===== src/rtl/pipe_hazard_ctrl_pkg.sv =====
// Shared types and constants for the pipeline hazard sequencer.
package pipe_ctrl_pkg;

  typedef enum logic [1:0] {
    ST_INIT     = 2'd0,
    ST_RUN      = 2'd1,
    ST_MEM_WAIT = 2'd2,
    ST_ERROR    = 2'd3
  } state_t;

  localparam logic [31:0] NOP_INSTR = 32'h0000_0000;
  localparam logic [1:0]  WB_BUBBLE = 2'b00;

endpackage


===== src/rtl/pipe_hazard_ctrl_if.sv =====
// Hazard inputs from the datapath and per-stage register controls back to it.
interface pipe_hazard_ctrl_if;

  logic       id_ex_mem_read;
  logic [4:0] id_ex_rt;
  logic [4:0] if_id_rs;
  logic [4:0] if_id_rt;
  logic       branch_taken;
  logic       dmem_req;
  logic       dmem_ready;

  logic       pc_en;
  logic       if_id_en;
  logic       id_ex_en;
  logic       ex_mem_en;
  logic       mem_wb_en;
  logic       if_id_flush;
  logic       id_ex_bubble;
  logic       mem_wb_bubble;

  // master: the sequencer; slave: the pipeline datapath
  modport master (
    input  id_ex_mem_read, id_ex_rt, if_id_rs, if_id_rt,
           branch_taken, dmem_req, dmem_ready,
    output pc_en, if_id_en, id_ex_en, ex_mem_en, mem_wb_en,
           if_id_flush, id_ex_bubble, mem_wb_bubble
  );

  modport slave (
    output id_ex_mem_read, id_ex_rt, if_id_rs, if_id_rt,
           branch_taken, dmem_req, dmem_ready,
    input  pc_en, if_id_en, id_ex_en, ex_mem_en, mem_wb_en,
           if_id_flush, id_ex_bubble, mem_wb_bubble
  );

endinterface


===== src/rtl/pipe_hazard_ctrl_hazard_detect.sv =====
// Load-use comparator: a load in EX whose destination feeds the instruction in ID.
module hazard_detect (
  input  logic       id_ex_mem_read,
  input  logic [4:0] id_ex_rt,
  input  logic [4:0] if_id_rs,
  input  logic [4:0] if_id_rt,
  output logic       load_use
);

  // r0 is hardwired to zero, so a load targeting it never creates a dependency
  assign load_use = id_ex_mem_read & (id_ex_rt != 5'd0) &
                    ((id_ex_rt == if_id_rs) | (id_ex_rt == if_id_rt));

endmodule


===== src/rtl/pipe_hazard_ctrl.sv =====
// Pipeline register sequencer: stage enables, bubbles/flushes, memory timeout trap
// and stall/flush performance counters.
module pipe_hazard_ctrl
  import pipe_ctrl_pkg::*;
#(
  parameter int MEM_TIMEOUT = 16,
  parameter int CNT_W       = 32
) (
  input  logic               clk,
  input  logic               rst_n,
  pipe_hazard_ctrl_if.master hif,
  output logic               bus_error,
  output logic [CNT_W-1:0]   stall_cnt,
  output logic [CNT_W-1:0]   flush_cnt
);

  localparam int WAIT_W = $clog2(MEM_TIMEOUT + 1);
  localparam logic [WAIT_W:0] TIMEOUT_V = (WAIT_W + 1)'(MEM_TIMEOUT);

  state_t             state_q, state_d;
  logic [WAIT_W-1:0]  wait_cnt_q, wait_cnt_d;
  logic               bus_error_q, bus_error_d;
  logic [CNT_W-1:0]   stall_cnt_q, stall_cnt_d;
  logic [CNT_W-1:0]   flush_cnt_q, flush_cnt_d;

  logic               load_use;
  logic               freeze;
  logic [WAIT_W:0]    wait_inc;
  logic [7:0]         ctrl;

  hazard_detect u_hazard_detect (
    .id_ex_mem_read (hif.id_ex_mem_read),
    .id_ex_rt       (hif.id_ex_rt),
    .if_id_rs       (hif.if_id_rs),
    .if_id_rt       (hif.if_id_rt),
    .load_use       (load_use)
  );

  assign freeze   = hif.dmem_req & ~hif.dmem_ready;
  assign wait_inc = {1'b0, wait_cnt_q} + 1'b1;

  // ctrl = {pc, if_id, id_ex, ex_mem, mem_wb enables, if_id_flush, id_ex_bubble, mem_wb_bubble}
  always_comb begin
    state_d     = state_q;
    wait_cnt_d  = wait_cnt_q;
    bus_error_d = bus_error_q;
    stall_cnt_d = stall_cnt_q;
    flush_cnt_d = flush_cnt_q;
    ctrl        = 8'b00000_000;
    case (state_q)
      ST_INIT: begin
        ctrl    = 8'b00000_111;
        state_d = ST_RUN;
      end
      ST_RUN, ST_MEM_WAIT: begin
        if (freeze) begin
          // Only MEM/WB advances, and it takes a bubble while MEM is held
          ctrl        = 8'b00001_001;
          stall_cnt_d = stall_cnt_q + 1'b1;
          wait_cnt_d  = wait_inc[WAIT_W-1:0];
          if (wait_inc >= TIMEOUT_V) begin
            state_d     = ST_ERROR;
            bus_error_d = 1'b1;
          end else begin
            state_d = ST_MEM_WAIT;
          end
        end else begin
          wait_cnt_d = '0;
          state_d    = ST_RUN;
          if (hif.branch_taken) begin
            ctrl        = 8'b11111_110;
            flush_cnt_d = flush_cnt_q + 1'b1;
          end else if (load_use) begin
            ctrl        = 8'b00111_010;
            stall_cnt_d = stall_cnt_q + 1'b1;
          end else begin
            ctrl = 8'b11111_000;
          end
        end
      end
      ST_ERROR: begin
        ctrl = 8'b00000_111;
      end
      default: begin
        ctrl    = 8'b00000_111;
        state_d = ST_INIT;
      end
    endcase
  end

  assign hif.pc_en         = ctrl[7];
  assign hif.if_id_en      = ctrl[6];
  assign hif.id_ex_en      = ctrl[5];
  assign hif.ex_mem_en     = ctrl[4];
  assign hif.mem_wb_en     = ctrl[3];
  assign hif.if_id_flush   = ctrl[2];
  assign hif.id_ex_bubble  = ctrl[1];
  assign hif.mem_wb_bubble = ctrl[0];

  assign bus_error = bus_error_q;
  assign stall_cnt = stall_cnt_q;
  assign flush_cnt = flush_cnt_q;

  always_ff @(posedge clk or negedge rst_n) begin
    if (!rst_n) begin
      state_q     <= ST_INIT;
      wait_cnt_q  <= '0;
      bus_error_q <= 1'b0;
      stall_cnt_q <= '0;
      flush_cnt_q <= '0;
    end else begin
      state_q     <= state_d;
      wait_cnt_q  <= wait_cnt_d;
      bus_error_q <= bus_error_d;
      stall_cnt_q <= stall_cnt_d;
      flush_cnt_q <= flush_cnt_d;
    end
  end

endmodule


===== src/flat_wrapper.sv =====
// flat-port wrapper written by rule: the top's interface ports become plain ports
module pipe_hazard_ctrl_flat import pipe_ctrl_pkg::*;
#(
  parameter int MEM_TIMEOUT = 16,
  parameter int CNT_W       = 32
)
  (clk, rst_n, bus_error, stall_cnt, flush_cnt, hif_id_ex_mem_read, hif_id_ex_rt, hif_if_id_rs, hif_if_id_rt, hif_branch_taken, hif_dmem_req, hif_dmem_ready, hif_pc_en, hif_if_id_en, hif_id_ex_en, hif_ex_mem_en, hif_mem_wb_en, hif_if_id_flush, hif_id_ex_bubble, hif_mem_wb_bubble);
  pipe_hazard_ctrl_if hif_i ();
  input  logic clk;
  input  logic rst_n;
  output logic bus_error;
  output logic [CNT_W-1:0] stall_cnt;
  output logic [CNT_W-1:0] flush_cnt;
  input wire logic [$bits(hif_i.id_ex_mem_read)-1:0] hif_id_ex_mem_read;
  input wire logic [$bits(hif_i.id_ex_rt)-1:0] hif_id_ex_rt;
  input wire logic [$bits(hif_i.if_id_rs)-1:0] hif_if_id_rs;
  input wire logic [$bits(hif_i.if_id_rt)-1:0] hif_if_id_rt;
  input wire logic [$bits(hif_i.branch_taken)-1:0] hif_branch_taken;
  input wire logic [$bits(hif_i.dmem_req)-1:0] hif_dmem_req;
  input wire logic [$bits(hif_i.dmem_ready)-1:0] hif_dmem_ready;
  output wire logic [$bits(hif_i.pc_en)-1:0] hif_pc_en;
  output wire logic [$bits(hif_i.if_id_en)-1:0] hif_if_id_en;
  output wire logic [$bits(hif_i.id_ex_en)-1:0] hif_id_ex_en;
  output wire logic [$bits(hif_i.ex_mem_en)-1:0] hif_ex_mem_en;
  output wire logic [$bits(hif_i.mem_wb_en)-1:0] hif_mem_wb_en;
  output wire logic [$bits(hif_i.if_id_flush)-1:0] hif_if_id_flush;
  output wire logic [$bits(hif_i.id_ex_bubble)-1:0] hif_id_ex_bubble;
  output wire logic [$bits(hif_i.mem_wb_bubble)-1:0] hif_mem_wb_bubble;
  assign hif_i.id_ex_mem_read = hif_id_ex_mem_read;
  assign hif_i.id_ex_rt = hif_id_ex_rt;
  assign hif_i.if_id_rs = hif_if_id_rs;
  assign hif_i.if_id_rt = hif_if_id_rt;
  assign hif_i.branch_taken = hif_branch_taken;
  assign hif_i.dmem_req = hif_dmem_req;
  assign hif_i.dmem_ready = hif_dmem_ready;
  assign hif_pc_en = hif_i.pc_en;
  assign hif_if_id_en = hif_i.if_id_en;
  assign hif_id_ex_en = hif_i.id_ex_en;
  assign hif_ex_mem_en = hif_i.ex_mem_en;
  assign hif_mem_wb_en = hif_i.mem_wb_en;
  assign hif_if_id_flush = hif_i.if_id_flush;
  assign hif_id_ex_bubble = hif_i.id_ex_bubble;
  assign hif_mem_wb_bubble = hif_i.mem_wb_bubble;
  pipe_hazard_ctrl #(.MEM_TIMEOUT(MEM_TIMEOUT), .CNT_W(CNT_W)) u_core (.clk(clk), .rst_n(rst_n), .hif(hif_i), .bus_error(bus_error), .stall_cnt(stall_cnt), .flush_cnt(flush_cnt));
endmodule

===== config.mk =====
export PLATFORM = sky130hd
export DESIGN_NAME = pipe_hazard_ctrl_flat
export DESIGN_NICKNAME = d
export VERILOG_FILES = /design/src/rtl/pipe_hazard_ctrl_pkg.sv /design/src/rtl/pipe_hazard_ctrl_if.sv /design/src/rtl/pipe_hazard_ctrl_hazard_detect.sv /design/src/rtl/pipe_hazard_ctrl.sv /design/src/flat_wrapper.sv
export SDC_FILE = /design/constraint.sdc
export NUM_CORES = 1
export LEC_CHECK = 0
export CORE_MARGIN = 1.5
export CORE_UTILIZATION = 35
export CTS_BUF_LIST = sky130_fd_sc_hd__clkbuf_8
export DETAILED_ROUTE_END_ITERATION = 8
export GPL_ROUTABILITY_DRIVEN = 0
export SETUP_SLACK_MARGIN = 0.05
export SLEW_MARGIN = 30
export SYNTH_ARGS = -nofsm -noshare
export SYNTH_HDL_FRONTEND = slang
export SYNTH_SLANG_ARGS = --single-unit

===== constraint.sdc =====
create_clock -name clk -period 3.17 [get_ports clk]
set_input_delay 0.951 -clock clk [delete_from_list [all_inputs] [get_ports clk]]
set_output_delay 0.951 -clock clk [all_outputs]
set_load 0.03 [all_outputs]

# Word level (Yosys, flattened, before mapping)
# Cells that the tools add are included.
# classes
n_addsub	3
n_bitwise	6
eq_ne	6
magnitude_cmp	1
reduce_logical	9
muxes	11
# ops
op	count
32-bit 2-to-1 mux	3
32-bit by 1-bit adder with 32-bit output (second input constant)	2
8-bit 2-to-1 mux	3
8-bit case mux with 2 select lines	1
5-bit equality test	2
3-bit AND reduction	3
5-bit by 1-bit adder with 6-bit output (second input constant)	1
6-bit by 5-bit >= comparator with 1-bit output (second input constant)	1
5-bit 2-to-1 mux	1
5-bit nonzero test	1
2-bit equality test (second input constant)	2
2-bit case mux with 2 select lines	1
2-bit nonzero test	2
2-bit OR reduction	2
1-bit AND	3
2-bit by 1-bit equality test with 1-bit output (second input constant)	1
2-bit logical NOT	1
2-bit 2-to-1 mux	1
2-bit by 1-bit inequality test with 1-bit output (second input constant)	1
1-bit NOT	2
1-bit 2-to-1 mux	1
1-bit bitwise OR	1
# word_totals
regBits	72

# Depth between registers and ports, before layout
# logic_depth
word_depth	7
ltp_mapped	8

# Cells and area by module
# Synthesis repeated with hierarchy kept, for this count alone.
# hier_totals
hier_cells	316
area_unflattened_um2	3444.6
# modules_own_cells
mod	area_each_um2	n_inst	cells_per_inst
pipe_hazard_ctrl	3319.4	1	299
hazard_detect	125.1	1	17

# Least setup slack after synthesis
# No wires, ideal clock.
# synth_path
kind	input to output
start	input port hif_id_ex_rt[3]
end	output port hif_id_ex_bubble
cell_stages	4
arrival_time_ns	2.655
setup_slack_ns	-0.436
required_time_ns	2.219
cell_sequence	xor2_1 nor3_2 a22oi_2 o311ai_0
# synth_between
elab_chain_cells	7
elab_cells_between_ends	10
classes_between	2 x eq/ne; 4 x mux; 3 x bitwise; 1 x reduce/logical
# synth_lines
element	line	rtl
start, declared	flat_wrapper.sv:15	input wire logic [$bits(hif_i.id_ex_rt)-1:0] hif_id_ex_rt;
5-bit equality test or 5-bit nonzero test (tied branches)	pipe_hazard_ctrl_hazard_detect.sv:12, pipe_hazard_ctrl_hazard_detect.sv:11	
1-bit bitwise OR or 1-bit AND (tied branches)	pipe_hazard_ctrl_hazard_detect.sv:12, pipe_hazard_ctrl_hazard_detect.sv:11	
1-bit AND *	pipe_hazard_ctrl_hazard_detect.sv:11	assign load_use = id_ex_mem_read & (id_ex_rt != 5'd0) &
8-bit 2-to-1 mux *	pipe_hazard_ctrl.sv:73	end else if (load_use) begin
8-bit 2-to-1 mux *	pipe_hazard_ctrl.sv:70	if (hif.branch_taken) begin
8-bit 2-to-1 mux *	pipe_hazard_ctrl.sv:56	if (freeze) begin
8-bit case mux with 2 select lines *	pipe_hazard_ctrl.sv:50	case (state_q)
end, declared	flat_wrapper.sv:27	output wire logic [$bits(hif_i.id_ex_bubble)-1:0] hif_id_ex_bubble;
# Every way passes the cells marked *; elsewhere a longest branch is shown, timed or not.

# Worst setup path after layout
# layout_path
start	input port hif_id_ex_rt[0]
end	output port hif_if_id_en
# layout_between
elab_chain_cells	7
elab_cells_between_ends	10
classes_between	2 x eq/ne; 4 x mux; 3 x bitwise; 1 x reduce/logical
# layout_lines
element	line	rtl
5-bit equality test or 5-bit nonzero test (tied branches)	pipe_hazard_ctrl_hazard_detect.sv:12, pipe_hazard_ctrl_hazard_detect.sv:11	
1-bit bitwise OR or 1-bit AND (tied branches)	pipe_hazard_ctrl_hazard_detect.sv:12, pipe_hazard_ctrl_hazard_detect.sv:11	
1-bit AND *	pipe_hazard_ctrl_hazard_detect.sv:11	
8-bit 2-to-1 mux *	pipe_hazard_ctrl.sv:73	
8-bit 2-to-1 mux *	pipe_hazard_ctrl.sv:70	
8-bit 2-to-1 mux *	pipe_hazard_ctrl.sv:56	
8-bit case mux with 2 select lines *	pipe_hazard_ctrl.sv:50	
end, declared	flat_wrapper.sv:22	output wire logic [$bits(hif_i.if_id_en)-1:0] hif_if_id_en;
# Marks and branches as above.

==> results.sh <==
export IMPL_fp_dieW_um=103.0
export IMPL_worstSetupEndpointType="output pin"
export IMPL_antenna_found_initial=0
export IMPL_cts_sinks=72
export IMPL_worstReg2RegEnd="u_core.stall_cnt[5]"
export IMPL_syn_instance_count=320
export IMPL_tightest_slew_ns=0.6534
export IMPL_max_stage_delay_ns=0.54
export IMPL_finalClockSkew_ns=0.008755
export IMPL_drt_iter0_drc=29
export IMPL_antenna_cells=0
export IMPL_rsz0062_at_grt="yes"
export IMPL_placementRows=36
export IMPL_clk_pin_slew_ns=0.07
export IMPL_synth_avg_cell_area_um2=10.93
export IMPL_ant_nets=0
export IMPL_port_buffers=93
export IMPL_hold_class="register to register"
export IMPL_stdcell_area_mm2=0.004952
export IMPL_grt_pass1_wl_mm=12.54
export IMPL_ir_drop_uv=512.0
export IMPL_synth_top_area_share_pct=51.52
export IMPL_fin_ws_ns=0.07267
export IMPL_yosys_most_used_dff="dfrtp_1"
export IMPL_cp_max_fo=3
export IMPL_cts_tree="yes"
export IMPL_crit_path_frequent_cell="buf_6"
export IMPL_grt_max_degree=73
export IMPL_via_per_inst=4.731
export IMPL_synth_edf_count=0
export IMPL_r2r_cells=8
export IMPL_pwr_density_cell_mw_per_mm2=580.4
export IMPL_die_area_mm2=0.01060
export IMPL_required_ns=2.22
export IMPL_switching_share_pct=31.56
export IMPL_finish_utilization_pct=50.90
export IMPL_io_pins=94
export IMPL_synthTopCellsByArea="dfrtp_1 52%, xnor2_1 11%, xor2_1 7.5%"
export IMPL_r2r_slack_ns=0.80
export IMPL_gr_usage_met2_pct=23.08
export IMPL_ys_seq_area_share_pct=51.52
export IMPL_clock_latency_ns=0.33
export IMPL_vias=2692
export IMPL_multiInputGateArea_mm2=0.001700
export IMPL_status="completed"
export IMPL_yosys_area_top_type="dfrtp_1"
export IMPL_grtUsageMet3_pct=3.322
export IMPL_cts_max_path_buffers=2
export IMPL_grt_util_all_layers_pct=15.12
export IMPL_use_met1_pct=21.23
export IMPL_grt_pass1_vias=2590
export IMPL_p_switching_mw=0.9070
export IMPL_p_seq_share_pct=39.1
export IMPL_p_comb_share_pct=27.4
export IMPL_hp_start="u_core.flush_cnt[31]"
export IMPL_final_cell_mix="72 x dfrtp_1, 70 x clkdlybuf4s50_1, 42 x xnor2_1"
export IMPL_hpwl_mm=5.372
export IMPL_initial_core_util_pct=35.94
export IMPL_cp_buffers_inverters=2
export IMPL_seq_area_mm2=0.001802
export IMPL_busiest_layer="met2"
export IMPL_critPathKind="input port to output pin"
export IMPL_synthToLayoutAreaGrowth_pct=41.61
export IMPL_final_hold_violation_count=0
export IMPL_drcViolationCount=0
export IMPL_hold_buffers=0
export IMPL_placed_area_mm2=0.004669
export IMPL_numCtsBuffers=9
export IMPL_final_nets=457
export IMPL_core_mm2=0.009729
export IMPL_grt_overflow_total=0
export IMPL_clock_tree_root_cell="clkbuf_8"
export IMPL_arrival_ns=2.15
export IMPL_hold_ws_ns=0.4699
export IMPL_slew_limit_headroom_pct=56.44
export IMPL_r2r_start="u_core.state_q[1]"
export IMPL_routed_wl_mm=7.524
export IMPL_drt_pass1_iterations=5
export IMPL_synth_nets=345
export IMPL_ys_warn_count=0
export IMPL_drv_cap=0
export IMPL_crit_path_start_kind="input port"
export IMPL_p_clk_share_pct=33.5
export IMPL_final_setup_viol_count=0
export IMPL_die_y_um=103.0
export IMPL_ys_async_sr_fraction_pct=100.0
export IMPL_htree_levels=3
export IMPL_final_common_cell="dfrtp_1"
export IMPL_critPathSlowestCell="or4_4"
export IMPL_synth_seq_cells=72
export IMPL_fin_crit_sh_pct=97.71
export IMPL_cpLargestDelayFamily="simple AND/OR/NAND/NOR gates"
export IMPL_whs_path_depth=1
export IMPL_fillers=890
export IMPL_synth_area_mm2=0.003497
export IMPL_setup_tns_ns=0
export IMPL_p_leak_nw=2.171
export IMPL_fin_crit_ns=3.097
export IMPL_post_place_ws_ns=-0.3088
export IMPL_power_internal_mw=1.967
export IMPL_worstPathCellList="buf_6 > or4_4 > o21ai_4 > nor3_4 > nor2_4 > buf_6"
export IMPL_ys_types=42
export IMPL_holdPathEnd="u_core.flush_cnt[31]"
export IMPL_drive_above_1_share_pct=15.60
export IMPL_wl_per_cell_um=13.22
export IMPL_timing_fmax_mhz=322.9
export IMPL_slew_violations=0
[metrics by stage]
| stage | instances | power, mW |
|---|---|---|
| 6_report | 569 | 2.874 |
| 5_1_grt | 569 | 3.015 |
| 4_1_cts | 568 | 2.918 |
| 3_5_place_dp | 552 | 1.932 |
| 3_3_place_gp | 552 | 1.916 |
| 2_1_floorplan | 320 | 1.591 |
[synthesized netlist by cell type, types with 3 or more instances]
cell	n
and3_1	13
and4_1	5
dfrtp_1	72
ha_1	4
inv_1	4
mux2_2	3
nand2_1	35
nand2b_1	4
nand3_1	27
nand4_1	8
nor2_1	22
nor3_1	5
nor3_2	3
nor3b_2	3
o21ai_0	5
xnor2_1	42
xor2_1	30
[power groups by stage]
stage | clock network (mW) | registers, mW | logic (mW)
after floorplan | 0 | 1.27 | 0.324
after global placement | 0 | 1.14 | 0.776
after detailed placement | 0 | 1.14 | 0.789
after CTS | 0.996 | 1.13 | 0.797
after global routing | 1.03 | 1.14 | 0.845
final | 0.963 | 1.12 | 0.787
[worst max path at each step]
stage | to | cells after the start | start | slack (ns)
floorplan | hif_pc_en | 5 | hif_id_ex_rt[0] | -0.007
global placement | hif_if_id_en | 6 | hif_id_ex_rt[3] | -0.29
detailed placement | hif_if_id_en | 6 | hif_id_ex_rt[3] | -0.31
CTS | hif_if_id_en | 6 | hif_id_ex_rt[0] | 0.06
global route | hif_if_id_en | 6 | hif_id_ex_rt[0] | 0.03
finish | hif_if_id_en | 6 | hif_id_ex_rt[0] | 0.07
[metal layers]
layer,wire length (µm),share of wire [%],vias up
met5,0,0,-
met4,44,0.58,0
met3,343,4.6,4
met2,3481,46,53
met1,3656,49,1315
li1,-,-,1320
[repair_timing]
action	4_1_cts	5_1_grt
pin swaps	12	10
setup endpoints to repair	3	3
setup buffers	1	1
resized for setup	27	16
[cell type report]
cell class,count,share of cell area (%)
sequential,72,36.38
multi-input combinational,238,34.34
timing repair buffer,107,20.24
tap,133,3.360
clock buffer,10,2.779
clock inverter,5,2.602
inverter,4,0.3032
[flip-flops by register name, indices dropped and copies added, names as in the netlist]
signal,flops
u_core.state_q,2
u_core.bus_error,1
u_core.wait_cnt_q,5
u_core.stall_cnt,32
u_core.flush_cnt,32
[cell families (layout without fill, tap and decap cells)]
| family | count (synthesis) | in the layout | share of synthesized area (%) |
|---|---|---|---|
| AND/OR/NAND/NOR | 140 | 140 | 21.75 |
| buffers and inverters | 10 | 126 | 1.359 |
| multiplexers | 4 | 4 | 1.252 |
| AO/OA/AOI/OAI | 18 | 18 | 4.651 |
| adder cells (fa/ha/maj) | 4 | 4 | 1.431 |
| XOR/XNOR | 72 | 72 | 18.03 |
| flip-flops | 72 | 72 | 51.52 |
No activity file was read; power rests on OpenSTA's default activity.
==> RTL edit (same flow settings) <==
Put one more register stage on the output `bus_error`, without a reset. The value now appears one clock later. The other outputs are not delayed to match.
--- a/src/rtl/pipe_hazard_ctrl.sv
+++ b/src/rtl/pipe_hazard_ctrl.sv
@@ -98,5 +98,7 @@
   assign hif.mem_wb_bubble = ctrl[0];
 
-  assign bus_error = bus_error_q;
+  always_ff @(posedge clk) begin
+    bus_error <= bus_error_q;
+  end
   assign stall_cnt = stall_cnt_q;
   assign flush_cnt = flush_cnt_q;
Check against the original RTL: no difference found for any inputs over 10 cycles, from zero or initial values and one cycle with rst_n low; that may be too few to reach the edited logic, so the function may still have changed.
==> RTL edit against the original RTL <==
- total power down 1.1%
- routed wire length grew 7.9%
- die area is 1.3% higher
- core utilization grew 0.39 points
- sequential cell count is 1 higher
- register-to-register slack lost 0.23 ns
- final area is 1.7% higher
- largest cell class unchanged
- hold slack worse by 0.088 ns
- setup slack worse by 0.065 ns
- highest routed layer unchanged
- synthesized area up 1.3%
==> RTL edit: results (changes against the original RTL) <==
Final layout
  – ClkCell Share: 4.55% (-0.83 points)
  – Buffers outside the clock class: 110 (+2.8%)
  – Fillers: 926 (+4.0%)
  – Layout cells sized above 1: 16.6% (+1.0 points)
  – Multi-input gates: 247 (+3.8%)
  – Fin area: 5040 um2 (+1.7%)
  – Final non-filler cell total: 590 (+3.7%)
  – Buffering overhead: 21.1% (+0.83 points)
  – Clock buffer count: 11 (+1)
  – Nets: 477 (+4.4%)
  – Multi-input gate area: 1720 um2 (+0.96%)

Synth
  – Register area share after synthesis: 51.4% (-0.11 points)
  – Synth cell types: 39 (-7.1%)
  – Synth async-reset ratio: 98.6% (-1.4 points)
  – Commonest cells in the netlist: dfrtp_1 (72), xnor2_1 (44), nand2_1 (39)
  – Flops & latches, synth: 73 (+1.4%)

Pwr
  – Max VDD drop: 285 uV (-44%)
  – LEAKAGE: 0.00224 uW (+3.2%)

Critical path
  – Data arrival, critical path: 2.21 ns (+0.06 ns)
  – R2R cell count: 7 (-1)
  – Reg-to-reg startpoint: u_core.state_q[0]
  – Worst R2R End: u_core.stall_cnt[19]

Timing
  – Slew Limit Headroom: 60.1% (+3.6 points)

Drt
  – 1st-pass router iterations: 4 (-1)
  – DR WL met2: 3960 um (+14%)
  – Drt initial violations: 75 (+160%)
  – Routed via count: 2,783 (+3.4%)
  – Met1 Routed Length: 3690 um (+0.96%)
  – WL final: 8120 um (+7.9%)

Global routing
  – Total GRT Usage: 15.8% (+0.70 points)
  – Met3 Use GR: 3.34% (+0.013 points)
  – Met1 global-route usage: 20.2% (-1.1 points)
  – Vias in the first global route: 2,882 (+11%)
  – First-pass GRT wire length: 13,900 um (+11%)
  – Met2 Use GR: 26.1% (+3.1 points)

Placement
  – DP Wirelength: 5790 um (+7.8%)
  – # placed instances: 571 (+3.4%)
  – Pre-CTS setup slack: -0.689 ns (-0.380 ns)

Worst hold path
  – Hold depth: 0 (-1)
  – Hold endpoint: u_core.bus_error
  – Hold wc startpoint: u_core.bus_error_q

Outcome
  – Status: finished, final reports clean

Clocking
  – Post-CTS resize count: 77 (+190%)
  – # Post-CTS Setup Buffers: 2 (+1)
RTL edit: kinds of logic (layout without fill, tap and decap cells):
| family | Yosys count | in the layout | share of synthesized area [%] |
|---|---|---|---|
| AOI/OAI and AO/OA | 16 | 16 | 3.50 |
| xor gates and xnor gates | 72 | 72 | 17.8 |
| adders and majority gates | 4 | 4 | 1.41 |
| buffers and inverters | 20 | 137 | 2.90 |
| DFF | 73 | 73 | 51.4 |
| muxes | 4 | 4 | 1.24 |
| and+or+nand+nor | 151 | 151 | 21.8 |
RTL edit: worst max-delay path by stage:
stage                  endpoint  slack, ns       startpoint
3_5_place_dp   hif_id_ex_bubble      -0.69  hif_id_ex_rt[2]
3_3_place_gp   hif_id_ex_bubble      -0.66  hif_id_ex_rt[0]
4_1_cts            hif_if_id_en       0.04  hif_id_ex_rt[2]
2_1_floorplan         hif_pc_en       0.05  hif_id_ex_rt[0]
5_1_grt               hif_pc_en      -0.03  hif_id_ex_rt[2]
6_report           hif_if_id_en      0.008  hif_id_ex_rt[2]
